`src/rtl/regfile_write_queue.sv`:
```
// regfile_write_queue
//   In-order writeback buffer in front of the register file write port.
//   Producers hand over {addr, data} on a valid/ready handshake. Entries
//   drain one per cycle whenever the register file is ready. Two
//   combinational bypass lookups (rs, rt) expose the youngest pending value
//   for an address before it commits.
// Ports
//   clock, reset              rising-edge clock, async active-high reset
//   req_valid/req_ready       producer handshake
//   req_addr/req_data         writeback request payload
//   rf_ready                  register file accepts a write this cycle
//   rf_write/_addr/_data      write strobe and head entry toward the file
//   rs_addr/rs_hit/rs_data    bypass lookup A
//   rt_addr/rt_hit/rt_data    bypass lookup B
//   count                     number of pending entries
module regfile_write_queue #(
  parameter int DATA_W = 16,
  parameter int ADDR_W = 4,
  parameter int DEPTH  = 4
) (
  input  logic                     clock,
  input  logic                     reset,
  input  logic                     req_valid,
  output logic                     req_ready,
  input  logic [ADDR_W-1:0]        req_addr,
  input  logic [DATA_W-1:0]        req_data,
  input  logic                     rf_ready,
  output logic                     rf_write,
  output logic [ADDR_W-1:0]        rf_write_addr,
  output logic [DATA_W-1:0]        rf_write_data,
  input  logic [ADDR_W-1:0]        rs_addr,
  output logic                     rs_hit,
  output logic [DATA_W-1:0]        rs_data,
  input  logic [ADDR_W-1:0]        rt_addr,
  output logic                     rt_hit,
  output logic [DATA_W-1:0]        rt_data,
  output logic [$clog2(DEPTH):0]   count
);

  localparam int PTR_W = $clog2(DEPTH);
  localparam int CNT_W = PTR_W + 1;

  logic [DEPTH-1:0][ADDR_W-1:0] ent_addr;
  logic [DEPTH-1:0][DATA_W-1:0] ent_data;
  logic [DEPTH-1:0]             ent_vld;
  logic [PTR_W-1:0]             head, tail;
  logic                         push, pop, not_empty;

  assign not_empty = (count != '0);
  // Full-queue stall is based on registered count only; a same-cycle pop
  // does not open a slot for the producer.
  assign req_ready = (count < CNT_W'(DEPTH));
  // Writes to register 0 are accepted and silently dropped.
  assign push      = req_valid & req_ready & (req_addr != '0);
  assign pop       = rf_write;

  assign rf_write      = not_empty & rf_ready;
  assign rf_write_addr = not_empty ? ent_addr[head] : '0;
  assign rf_write_data = not_empty ? ent_data[head] : '0;

  always_ff @(posedge clock or posedge reset) begin
    if (reset) begin
      head     <= '0;
      tail     <= '0;
      count    <= '0;
      ent_vld  <= '0;
      ent_addr <= '0;
      ent_data <= '0;
    end else begin
      // Push and pop never target the same slot: a push needs count<DEPTH,
      // a pop needs count>0, so head==tail cannot hold with both active.
      if (push) begin
        ent_addr[tail] <= req_addr;
        ent_data[tail] <= req_data;
        ent_vld[tail]  <= 1'b1;
        tail           <= tail + PTR_W'(1);
      end
      if (pop) begin
        ent_vld[head] <= 1'b0;
        head          <= head + PTR_W'(1);
      end
      case ({push, pop})
        2'b10:   count <= count + CNT_W'(1);
        2'b01:   count <= count - CNT_W'(1);
        default: count <= count;
      endcase
    end
  end

  // Walk entries oldest to youngest starting at head; later matches
  // overwrite earlier ones so the youngest pending value wins.
  function automatic logic [DATA_W:0] lookup(input logic [ADDR_W-1:0] a);
    logic              hit;
    logic [DATA_W-1:0] d;
    logic [PTR_W-1:0]  idx;
    hit = 1'b0;
    d   = '0;
    for (int k = 0; k < DEPTH; k++) begin
      idx = head + PTR_W'(k);
      if ((a != '0) && ent_vld[idx] && (ent_addr[idx] == a)) begin
        hit = 1'b1;
        d   = ent_data[idx];
      end
    end
    return {hit, d};
  endfunction

  always_comb begin
    {rs_hit, rs_data} = lookup(rs_addr);
    {rt_hit, rt_data} = lookup(rt_addr);
  end

endmodule
```
`config.mk`:
```
export PLATFORM = sky130hd
export DESIGN_NAME = regfile_write_queue
export DESIGN_NICKNAME = d
export VERILOG_FILES = /design/src/rtl/regfile_write_queue.sv
export SDC_FILE = /design/constraint.sdc
export NUM_CORES = 1
export LEC_CHECK = 0
export CAP_MARGIN = 25
export CORE_MARGIN = 2
export CORE_UTILIZATION = 45
export CTS_CLUSTER_SIZE = 20
export DETAILED_ROUTE_END_ITERATION = 12
export HOLD_SLACK_MARGIN = 0.03
export PLACE_DENSITY = 0.76
export SLEW_MARGIN = 20
export SYNTH_ARGS = -nofsm -noshare
export SYNTH_HDL_FRONTEND = slang
export SYNTH_SLANG_ARGS = --single-unit
```
`constraint.sdc`:
```
create_clock -name clock -period 5.95 [get_ports clock]
set_clock_uncertainty 0.15 [all_clocks]
set_input_delay 1.19 -clock clock [delete_from_list [all_inputs] [get_ports clock]]
set_output_delay 1.19 -clock clock [all_outputs]
set_load 0.02 [all_outputs]
```
---- Word level (Yosys, flattened, before mapping) ----
Index checks and enable logic that the tools add are counted.
word-level totals
  bits in latches ......................... 0
  flip-flop bits (word level) ............. 91
  bits in writable memories ............... 0
  output and inout port bits .............. 59
  word-level logic and storage cells ...... 120
  ROM bits ................................ 0
  memories kept ........................... 0
  bits of input ports ..................... 32
operators by class
  $mul .................................... 0
  equality and inequality tests ........... 10
  multiplexer cells ....................... 55
  shift operators ......................... 0
  bitwise operators ....................... 6
  add/sub/neg operators ................... 6
  reduce and logical (&&, ||, !) cells .... 23
  div/mod/pow operators ................... 0
  $lt $le $gt $ge ......................... 8
operators with widths
  operator                                                               number
  16-bit 2-to-1 mux                                                      14
  16-bit binary-select mux with 2-bit select                             4
  64-bit bitwise mux                                                     1
  4-bit binary-select mux with 2-bit select                              4
  16-bit demux with 2-bit select                                         1
  4-bit == test                                                          8
  4-bit 2-to-1 mux                                                       8
  1-bit logical AND                                                      18
  16-bit bitwise mux                                                     1
  2-bit by 3-bit < comparator with 1-bit output, second input constant   5
  1-bit 2-to-1 mux                                                       14
  4-bit nonzero test                                                     3
  1-bit binary-select mux with 2-bit select                              4
  4-bit demux with 2-bit select                                          1
  3-bit case mux with 2 select lines                                     1
  2-bit by 1-bit adder with 2-bit output, second input constant          2
  2-bit adder, second input constant                                     2
  4-bit AND                                                              1
  1-bit demux with 2-bit select                                          2
  2-bit by 1-bit >= comparator with 1-bit output, second input constant  2
  4-bit NOT                                                              1
  4-bit bitwise OR                                                       1
  3-bit by 1-bit adder with 3-bit output, second input constant          1
  1-bit AND                                                              3
  6 further kinds                                                        6

---- Depth between registers and ports, before layout ----
Gate-level depths: netlist of the first run.
  word-level depth ........................ 8
  mapped depth ............................ 15
  gate-level depth less buffers ........... 9

---- Least setup slack after synthesis of the first run ----
No wires, ideal clock.
  path type ............................... reg-to-output
  start ................................... reg head[1]
  end ..................................... out rt_data[15]
  required time ........................... 4,610 ps
  arrival time ............................ 4,020 ps
  stages on the path, launching flop included .. 15
  buffers on the path ..................... 6
  slack ................................... 590 ps
  cells stage by stage .................... dfrtp_1 -> buf_6 -> clkbuf_1 -> clkbuf_1 -> inv_1 -> ha_1 -> buf_2 -> mux4_2 -> xor2_1 -> nor4_4 -> and2_0 -> buf_2 -> buf_6 -> a221oi_1 -> o31ai_1
on the way
  longest elaborated chain between the ends .. 8
  elaborated cells between the ends (all ways) .. 43
  classes of those cells .................. add/sub: 3; eq/ne: 4; mux: 28; reduce/logical: 8
RTL lines
  element                                                                  line  RTL
  start, declared                                                          46    logic [PTR_W-1:0] head, tail;
  start signal, assigned                                                   80    head <= head + PTR_W'(1);
  2-bit by 1-bit adder with 2-bit output, or another cell as far along     99    idx = head + PTR_W'(k);
  4-bit binary-select mux with 2-bit select, or another cell as far along  100   if ((a != '0) && ent_vld[idx] && (ent_addr[idx] == a)) begin
  4-bit 2-to-1 mux (not written as such), or another cell as far along     100
  4-bit == test or 1-bit logical AND (tied branches)                       100
  1-bit logical AND or 16-bit 2-to-1 mux (tied branches)                   100
  16-bit 2-to-1 mux (2 in series)                                          100
  16-bit 2-to-1 mux (*)                                                    100
  end, declared                                                            36    output logic [DATA_W-1:0] rt_data,
Every way passes the cells marked *; elsewhere a longest branch is shown, timed or not. The select of a mux whose other input is x is not followed.

---- Worst setup path after layout of the first run ----
  start ................................... reg head[0]
  end ..................................... out rs_data[3]
on the way
  longest elaborated chain between the ends .. 8
  elaborated cells between the ends (all ways) .. 43
  classes of those cells .................. add/sub: 3; eq/ne: 4; mux: 28; reduce/logical: 8
RTL lines
  element                                                                  line  RTL
  2-bit by 1-bit adder with 2-bit output, or another cell as far along     99
  4-bit binary-select mux with 2-bit select, or another cell as far along  100
  4-bit 2-to-1 mux (not written as such), or another cell as far along     100
  4-bit == test or 1-bit logical AND (tied branches)                       100
  1-bit logical AND or 16-bit 2-to-1 mux (tied branches)                   100
  16-bit 2-to-1 mux (2 in series)                                          100
  16-bit 2-to-1 mux (*)                                                    100
  end, declared                                                            33    output logic [DATA_W-1:0] rs_data,
Marks and branches as above.

==> metrics.md, run 1 <==
| Metric | Value |
|---|---|
| Status | finished clean |
| DIE WIDTH | 131 um |
| Hold EP | count[0] |
| Total Nets Final | a little over 700 |
| Clock Latency Late Sink | between 300 and 400 ps |
| Worst slack at placement | roughly 320 ps |
| Port bufs | 90 |
| Crit. End Element | output pin |
| Cell count after synthesis | roughly 600 |
| Reg2reg end | count[2] |
| Reg2Reg Launch Point | count[0] |
| Sequential Power Share | 21.2% |
| Die ar. | approximately 0.017 sq mm |
| Core area | 0.0159 sq mm |
| Post-synth EDFFs | 0 |
| Fill count | 1291 |
| Largest net degree at the start of global routing | 57 |
| Final setup violation count | 0 |
| R2R Setup Slk | around 3300 ps |
| Area grow syn2layout | 19.8% |
| Total GRT Usage | roughly a quarter |
| Net Sw Frac | a little over two fifths |
| WL per Instance | between 20 and 25 um |
| Max-cap violations | 0 |
| Worst Path Max Fanout | 15 |
| Global-route wire length before repair | about 32000 um |
| Cts hold-fix bufs | 0 |
| Synth cell types | 43 |
| Fin util | between 50% and 60% |
| Crit path kind | reg2out |
| Seq/Total Area, Yosys | 31.1% |
| Hold depth | 1 |
| Initial drt markers | around 560 |
| Initial Util | between 40% and 50% |
| Vias/cell | 6.53 |
| Syn_area_per_cell | 12.3 sq um |
| Final hold violation count | 0 |
| Crit path launch type | register |
| DRT antenna net count | 0 |
| Post-detail-place hpwl | about 14000 um |
| Logic pwr share | 69.2% |
| Yosys reg bits | 91 |
| Die height | about 130 um |
| Pwr dens | 715 mW/mm^2 |
| Root buffer cell | clkbuf_16 |
| Min-delay worst type | reg2reg |
| Worst-margin pin slew | between 800 and 900 ps |
| Setup TNS | 0 ps |
| TritonCTS buffer count | 9 |
| CTS Sinks | 91 |
| Fraction of registers with async set/reset | 100% |
| Ys Warns | 0 |
| Worst Path Arrival | about 4400 ps |
| FF-to-FF path depth | 9 |
| Clk buf depth | 2 |
| P_int | between 3 and 4 mW |
| Clock power frac | 9.6% |
| IO Count | roughly 90 |
| FF/Latch Area | between 0.002 and 0.0025 sq mm |
| Static leakage | 3.35 nW |
| Tcrit/Tclk final | slightly below 100% |
| H-tree levels | 3 |
| Antenna violations before repair | 0 |
| Min Clock Period, post-route | 5780 ps |
| Layout cells sized above 1 | a little over a third |
| Main synth FF type | dfrtp_1 |
| Final WL | between 20000 and 25000 um |
| Area of the multi-input gates | about 0.0047 sq mm |
| Synth Cell Area | approximately 0.0073 sq mm |
| Pre-antenna DRT Iters | 4 |
| Max Fclk | 0.173 GHz |
| Slew margin rel. | between 40% and 50% |
| Via count | ~5800 |
| Core Rows | 46 |
| Grt ovf | 0 |
| RSZ-0062 raised after global routing | no |
| Max-slew violations | 0 |
| CP required | approximately 4600 ps |
| Vias in the first global route | 5890 |
| P_sw | between 2 and 3 mW |
| Clock slew at reported path FFs | ~60 ps |
| Ant diodes | 0 |
| Synthesized net count | 637 |
| CTS tree | built |
| DR DRC count | 0 |
| Fin worst setup slack | about 170 ps |
| Hold_sp | count[0] |
| Post-CTS Setup Repair Bufs | 0 |
| GP Congestion | roughly 1.0 |
| VDD IR-drop max | a little under 400 uV |
placed cells by master (no fill, tap or decap), types with 3 or more instances in the layout:
cell type / synthesis / routed
ha_1: 9 / 8
mux2i_1: 4 / 4
buf_4: 2 / 28
inv_1: 12 / 11
nor2_1: 35 / 34
or4_1: 4 / 4
clkbuf_16: 0 / 9
a211oi_1: 29 / 28
o31ai_1: 5 / 4
mux4_2: 83 / 83
nor2b_1: 21 / 21
xor2_1: 16 / 16
clkinv_2: 0 / 3
xnor2_1: 21 / 21
a221oi_1: 5 / 5
and3_1: 4 / 4
clkdlybuf4s50_1: 0 / 89
o31ai_2: 10 / 11
nand2_1: 46 / 46
mux2_2: 81 / 81
a21oi_1: 10 / 10
a221oi_2: 10 / 10
nor3_1: 16 / 15
dfrtp_1: 91 / 89
cells in the mapped netlist (4+ instances only):
cell	instances	area, sq um
dfrtp_1	91	2280
mux4_2	83	1870
mux2_2	81	912
nand2_1	46	173
clkbuf_1	35	131
nor2_1	35	131
a211oi_1	29	218
nor2b_1	21	131
xnor2_1	21	184
nor3_1	16	80.1
xor2_1	16	140
buf_2	12	60.1
inv_1	12	45.0
a21oi_1	10	50.1
a221oi_2	10	150
o31ai_2	10	125
ha_1	9	113
a221oi_1	5	43.8
o31ai_1	5	37.5
and3_1	4	25.0
buf_1	4	15.0
buf_6	4	45.0
mux2i_1	4	40.0
or4_1	4	30.0
worst max-delay path, cell delays in order (launching register included):
cell,delay (ps)
dfrtp_4,570
inv_1,160
ha_2,490
buf_4,300
mux4_2,380
xor2_1,190
nor4_4,380
and2_0,220
buf_4,210
a211oi_1,90
a211oi_1,430
clkdlybuf4s50_1,690
timing repair:
action,4_1_cts,5_1_grt
endpoints found under the setup margin,0,3
gates resized for setup,0,3
endpoints found under the hold margin,0,0
worst max path at each step:
stage                     depth (start not counted)           to  startpoint  slack, ps
after floorplan                                  14  rt_data[15]     head[1]        590
after global placement                           10  rt_data[12]  rt_addr[1]        340
after detailed placement                         10  rt_data[12]  rt_addr[1]        320
after CTS                                        11   rt_data[2]     head[0]        120
after global routing                             11   rs_data[1]     head[0]         20
final                                            11   rs_data[3]     head[0]        170
registers in the layout, indices dropped and copies added (netlist names):
signal,flops
head,2
ent_data,64
ent_vld,4
tail,2
ent_addr,16
count,3
routing by layer:
| layer | global-route usage, % | up-vias | part of all wire [%] |
|---|---|---|---|
| li1 | - | 2431 | - |
| met1 | 31.6 | 2984 | 39 |
| met3 | 3.63 | 57 | 7.4 |
| met2 | 39.1 | 312 | 50 |
| met5 | 0 | - | 0 |
| met4 | 9.48 | 0 | 3.1 |
cell type report:
| cell class | count | share of cell area [%] |
|---|---|---|
| clock buffer | 10 | 2.61 |
| sequential | 91 | 26.0 |
| clock inverter | 5 | 0.900 |
| inverter | 12 | 0.528 |
| multi-input combinational | 433 | 53.9 |
| timing repair buffer | 119 | 12.9 |
| tap | 216 | 3.08 |
metrics by stage:
stage / cells / power (mW) / instance area (sq um) / hold WS, ps
6_report: 886 / 6.27 / 8760 / 403
3_3_place_gp: 870 / 5.46 / 8420 / 391
3_5_place_dp: 870 / 5.61 / 8420 / 397
4_1_cts: 885 / 6.25 / 8730 / 408
2_1_floorplan: 595 / 4.34 / 7310 / 376
5_1_grt: 886 / 6.63 / 8760 / 455
kinds of logic after synthesis:
family,count (synthesis),share of synthesized area [%]
flops,91,31.1
buf+inv,71,4.57
fa+ha+maj,10,1.81
compound gates,78,9.84
mux,168,38.6
xor+xnor,37,4.43
simple gates,140,9.63
power by group through the flow:
stage	Clock (mW)	Combinational (mW)	Sequential, mW
5_1_grt	0.643	4.60	1.39
3_3_place_gp	0	4.20	1.26
6_report	0.603	4.34	1.33
4_1_cts	0.613	4.32	1.32
3_5_place_dp	0	4.28	1.32
2_1_floorplan	0	3.15	1.19
Power figures use the tool's default switching activity.
==> run 2, diff against run 1 <==
--- a/config.mk
+++ b/config.mk
@@ -5,6 +5,7 @@
 export SDC_FILE = /design/constraint.sdc
 export NUM_CORES = 1
 export LEC_CHECK = 0
+export ABC_AREA = 1
 export CAP_MARGIN = 25
 export CORE_MARGIN = 2
 export CORE_UTILIZATION = 45
==> run 2 against run 1 <==
Count of clock-buffer cells in the layout did not move. Global-route usage is 1.7 points higher. Wire length rose by 12%. First-iteration DRC count grew 99%. Critical path depth up 2. Final cell count up 64%. Synthesized cell count increased by 98%. Critical endpoint unchanged. Highest routed layer unchanged.
==> metrics.md, run 2 <==
| Metric | Value |
|---|---|
| Status | finished clean (unchanged) |
| Cts hold-fix bufs | 0 (unchanged) |
| Max-slew violations | 0 (unchanged) |
| Simple-Gate Fraction of Synth Area | 36.8% (was 9.63%) |
| Fill count | 1627 (was 1291) |
| Biggest regs | ent_data x64, ent_addr x16, ent_vld x4 (unchanged) |
| Max Fclk | 0.184 GHz (was 0.173 GHz) |
| Post-synthesis xor/xnor area fraction | 1.12% (was 4.43%) |
| Clock Latency Late Sink | 340 ps (about the same) |
| Number of gates resized after CTS | 0 (unchanged) |
| Grt ovf | 0 (unchanged) |
| Ant diodes | 0 (unchanged) |
| Synth Area in Compound Gates | 15.3% (was 9.84%) |
| Min-delay worst type | reg2reg (unchanged) |
| Worst hold margin | 338 ps (was 403 ps) |
| Fin util | 53.4% (was 55.2%) |
| DR DRC count | 0 (unchanged) |
| Crit path launch type | input port (was register) |
| Post-synth EDFFs | 0 (unchanged) |
| Layout cells sized above 1 | 7.54% (was 36.3%) |
| Worst Path Arrival | 4110 ps (was 4440 ps) |
| Total Nets Final | 1270 (was 708) |
| Global-route wire length before repair | 36600 um (was 32400 um) |
| Largest net degree at the start of global routing | 59 (was 57) |
| Vias in the first global route | 6792 (was 5890) |
| Setup TNS | 0 ps (unchanged) |
| Area grow syn2layout | 16.4% (was 19.8%) |
| Root buffer cell | clkbuf_16 (unchanged) |
| Syn_area_per_cell | 6.47 sq um (was 12.3 sq um) |
| Max Used Layer | met4 (unchanged) |
| Core Rows | 47 (was 46) |
| Cell count after synthesis | 1176 (was 595) |
| Wl on met1 | 11200 um (was 7900 um) |
| Initial Util | 45.9% (was 46.0%) |
| Mux share of post-synthesis cell area | 5.39% (was 38.6%) |
| Synthesized net count | 1218 (was 637) |
| CP dominant cell by count | nand2_1 |
| Post-synth top cells | 360 x nand2_1, 152 x o21ai_0, 111 x nand3_1 (was 91 x dfrtp_1, 83 x mux4_2, 81 x mux2_2) |
| Adder-cell area share of the yosys netlist | 1.74% (was 1.81%) |
| Crit path cell chain | clkdlybuf4s50_1 -> inv_1 -> nand2_1 -> nor3_1 -> nor2_1 -> nand2_1 -> nor2_4 -> nand3_2 -> or2_0 -> nand3_1 -> nand2_1 -> nand2_1 -> clkdlybuf4s50_1 (was inv_1 -> ha_2 -> buf_4 -> mux4_2 -> xor2_1 -> nor4_4 -> and2_0 -> buf_4 -> a211oi_1 -> a211oi_1 -> clkdlybuf4s50_1) |
| IO Count | 91 (unchanged) |
| DIE WIDTH | 134 um (was 131 um) |
| Slew margin rel. | 44.1% (was 42.8%) |
| Area contributors post-synth | dfrtp_1 30%, nand2_1 18%, o21ai_0 10% (was dfrtp_1 31%, mux4_2 26%, mux2_2 12%) |
| TritonCTS buffer count | 9 (unchanged) |
| Max-cap violations | 0 (unchanged) |
| GP Congestion | 0.917 (was 1.02) |
| Core area | 0.0166 sq mm (was 0.0159 sq mm) |
| Die height | 134 um (was 131 um) |
| Post-synth top area share | 29.9% (was 31.1%) |
| Tcrit/Tclk final | 91.6% (was 97.1%) |
| Via count | 7832 (was 5784) |
| Initial drt markers | 1108 (was 557) |
| CP required | 4610 ps (about the same) |
| RSZ-0062 raised after global routing | no (unchanged) |
| Final setup violation count | 0 (unchanged) |
| Largest family of logic cells by synthesized area | simple AND/OR/NAND/NOR gates (was multiplexers) |
| Most common cell after layout, fill and taps aside | nand2_1 |
| Fraction of registers with async set/reset | 100% (unchanged) |
| Wire length on met2 | 9130 um (was 10100 um) |
| Die ar. | 0.0180 sq mm (was 0.0173 sq mm) |
| Synth Cell Area | 0.00761 sq mm (was 0.00731 sq mm) |
| DRT antenna net count | 0 (unchanged) |
| CTS tree | built (unchanged) |
| Antenna violations before repair | 0 (unchanged) |
| Most numerous cell in the Yosys netlist | nand2_1 (was dfrtp_1) |
| Largest Register | ent_data (unchanged) |
| Clk buf depth | 2 (unchanged) |
| WL per Instance | 15.5 um (was 22.7 um) |
| Final hold violation count | 0 (unchanged) |
| Worst Path Max Fanout | 25 (was 15) |
| Top cell type by total area after synthesis | dfrtp_1 (unchanged) |
| Yosys reg bits | 91 (unchanged) |
| CTS Sinks | 91 (unchanged) |
| H-tree levels | 3 (unchanged) |
| Main synth FF type | dfrtp_1 (unchanged) |
| Post-detail-place hpwl | 16700 um (was 14100 um) |
| Max FFs per register | 64 (unchanged) |
| Min Clock Period, post-route | 5450 ps (was 5780 ps) |
| Clock slew at reported path FFs | 60 ps (about the same) |
| Vias/cell | 5.39 (was 6.53) |
| Post-CTS Setup Repair Bufs | 0 (unchanged) |
| Slowest CP cell | clkdlybuf4s50_1 (unchanged) |
| Commonest cells after routing, fill and taps aside | 360 x nand2_1, 152 x o21ai_0, 111 x nand3_1, 103 x nor2_1 (was 89 x dfrtp_1, 89 x clkdlybuf4s50_1, 83 x mux4_2, 81 x mux2_2, 46 x nand2_1) |
| Max incr delay on CP | 600 ps (was 690 ps) |
| Worst-margin pin slew | 839 ps (was 859 ps) |
| Final WL | 22500 um (was 20100 um) |
| Crit path kind | in2out (was reg2out) |
| Total GRT Usage | 25.4% (was 23.7%) |
| Ys Warns | 0 (unchanged) |
| Crit. End Element | output pin (unchanged) |
| Met3 routed WL | 1800 um (was 1490 um) |
| Seq/Total Area, Yosys | 29.9% (was 31.1%) |
| Synth cell types | 38 (was 43) |
| Pre-antenna DRT Iters | 5 (was 4) |
| Port bufs | 90 (unchanged) |
-- run 2: area by class of cell --
type,count,area (sq um),share of cell area (%)
multi-input combinational,923,4600,51.9
sequential,91,2280,25.8
timing repair buffer,106,1020,11.5
inverter,97,365,4.12
tap,220,275,3.11
clock buffer,10,229,2.59
clock inverter,6,87.6,0.989
-- run 2: cell families (layout without fill, tap and decap cells) --
family	count (synthesis)	after routing
AND/OR/NAND/NOR	646	646
AO/OA/AOI/OAI	218	218
buffers and inverters	162	219
flip-flops	91	91
multiplexers	41	41
adder cells (fa/ha/maj)	10	10
XOR/XNOR	8	8
-- run 2: critical path: cells and delay by family --
family | cells | cell delay (ps)
simple gates | 10 | 1600
buf+inv | 3 | 1320
-- run 2: metal layers --
| metal | track usage [%] | up-vias |
|---|---|---|
| li1 | - | 3912 |
| met1 | 41.7 | 3514 |
| met2 | 34.9 | 384 |
| met3 | 3.21 | 22 |
| met4 | 5.96 | 0 |
| met5 | 0 | - |
-- run 2: final timing paths --
path                              start      endpoint  slack, ps  cells past startpoint
max in group asynchronous         reset   ent_data[2]       3460                      3
hold / removal             ent_data[15]  ent_data[15]        340                      2
setup reg to reg               count[0]      count[2]       3620                      8
min in group asynchronous         reset      count[2]       1150                      2
setup / recovery             rs_addr[1]    rs_data[3]        500                     13
hold reg to reg            ent_data[15]  ent_data[15]        340                      2
-- run 2: per-stage QoR --
stage | cells | setup WS, ps | instance area, sq um
6_report | 1453 | 501 | 8860
3_5_place_dp | 1437 | 540 | 8540
2_1_floorplan | 1176 | 1630 | 7610
3_3_place_gp | 1437 | 599 | 8540
4_1_cts | 1453 | 536 | 8860
5_1_grt | 1453 | 216 | 8860
Power of run 2 is left out: the tool's default activity adds up to more than one toggle a clock period on the data nets, which glitch-free logic cannot reach.
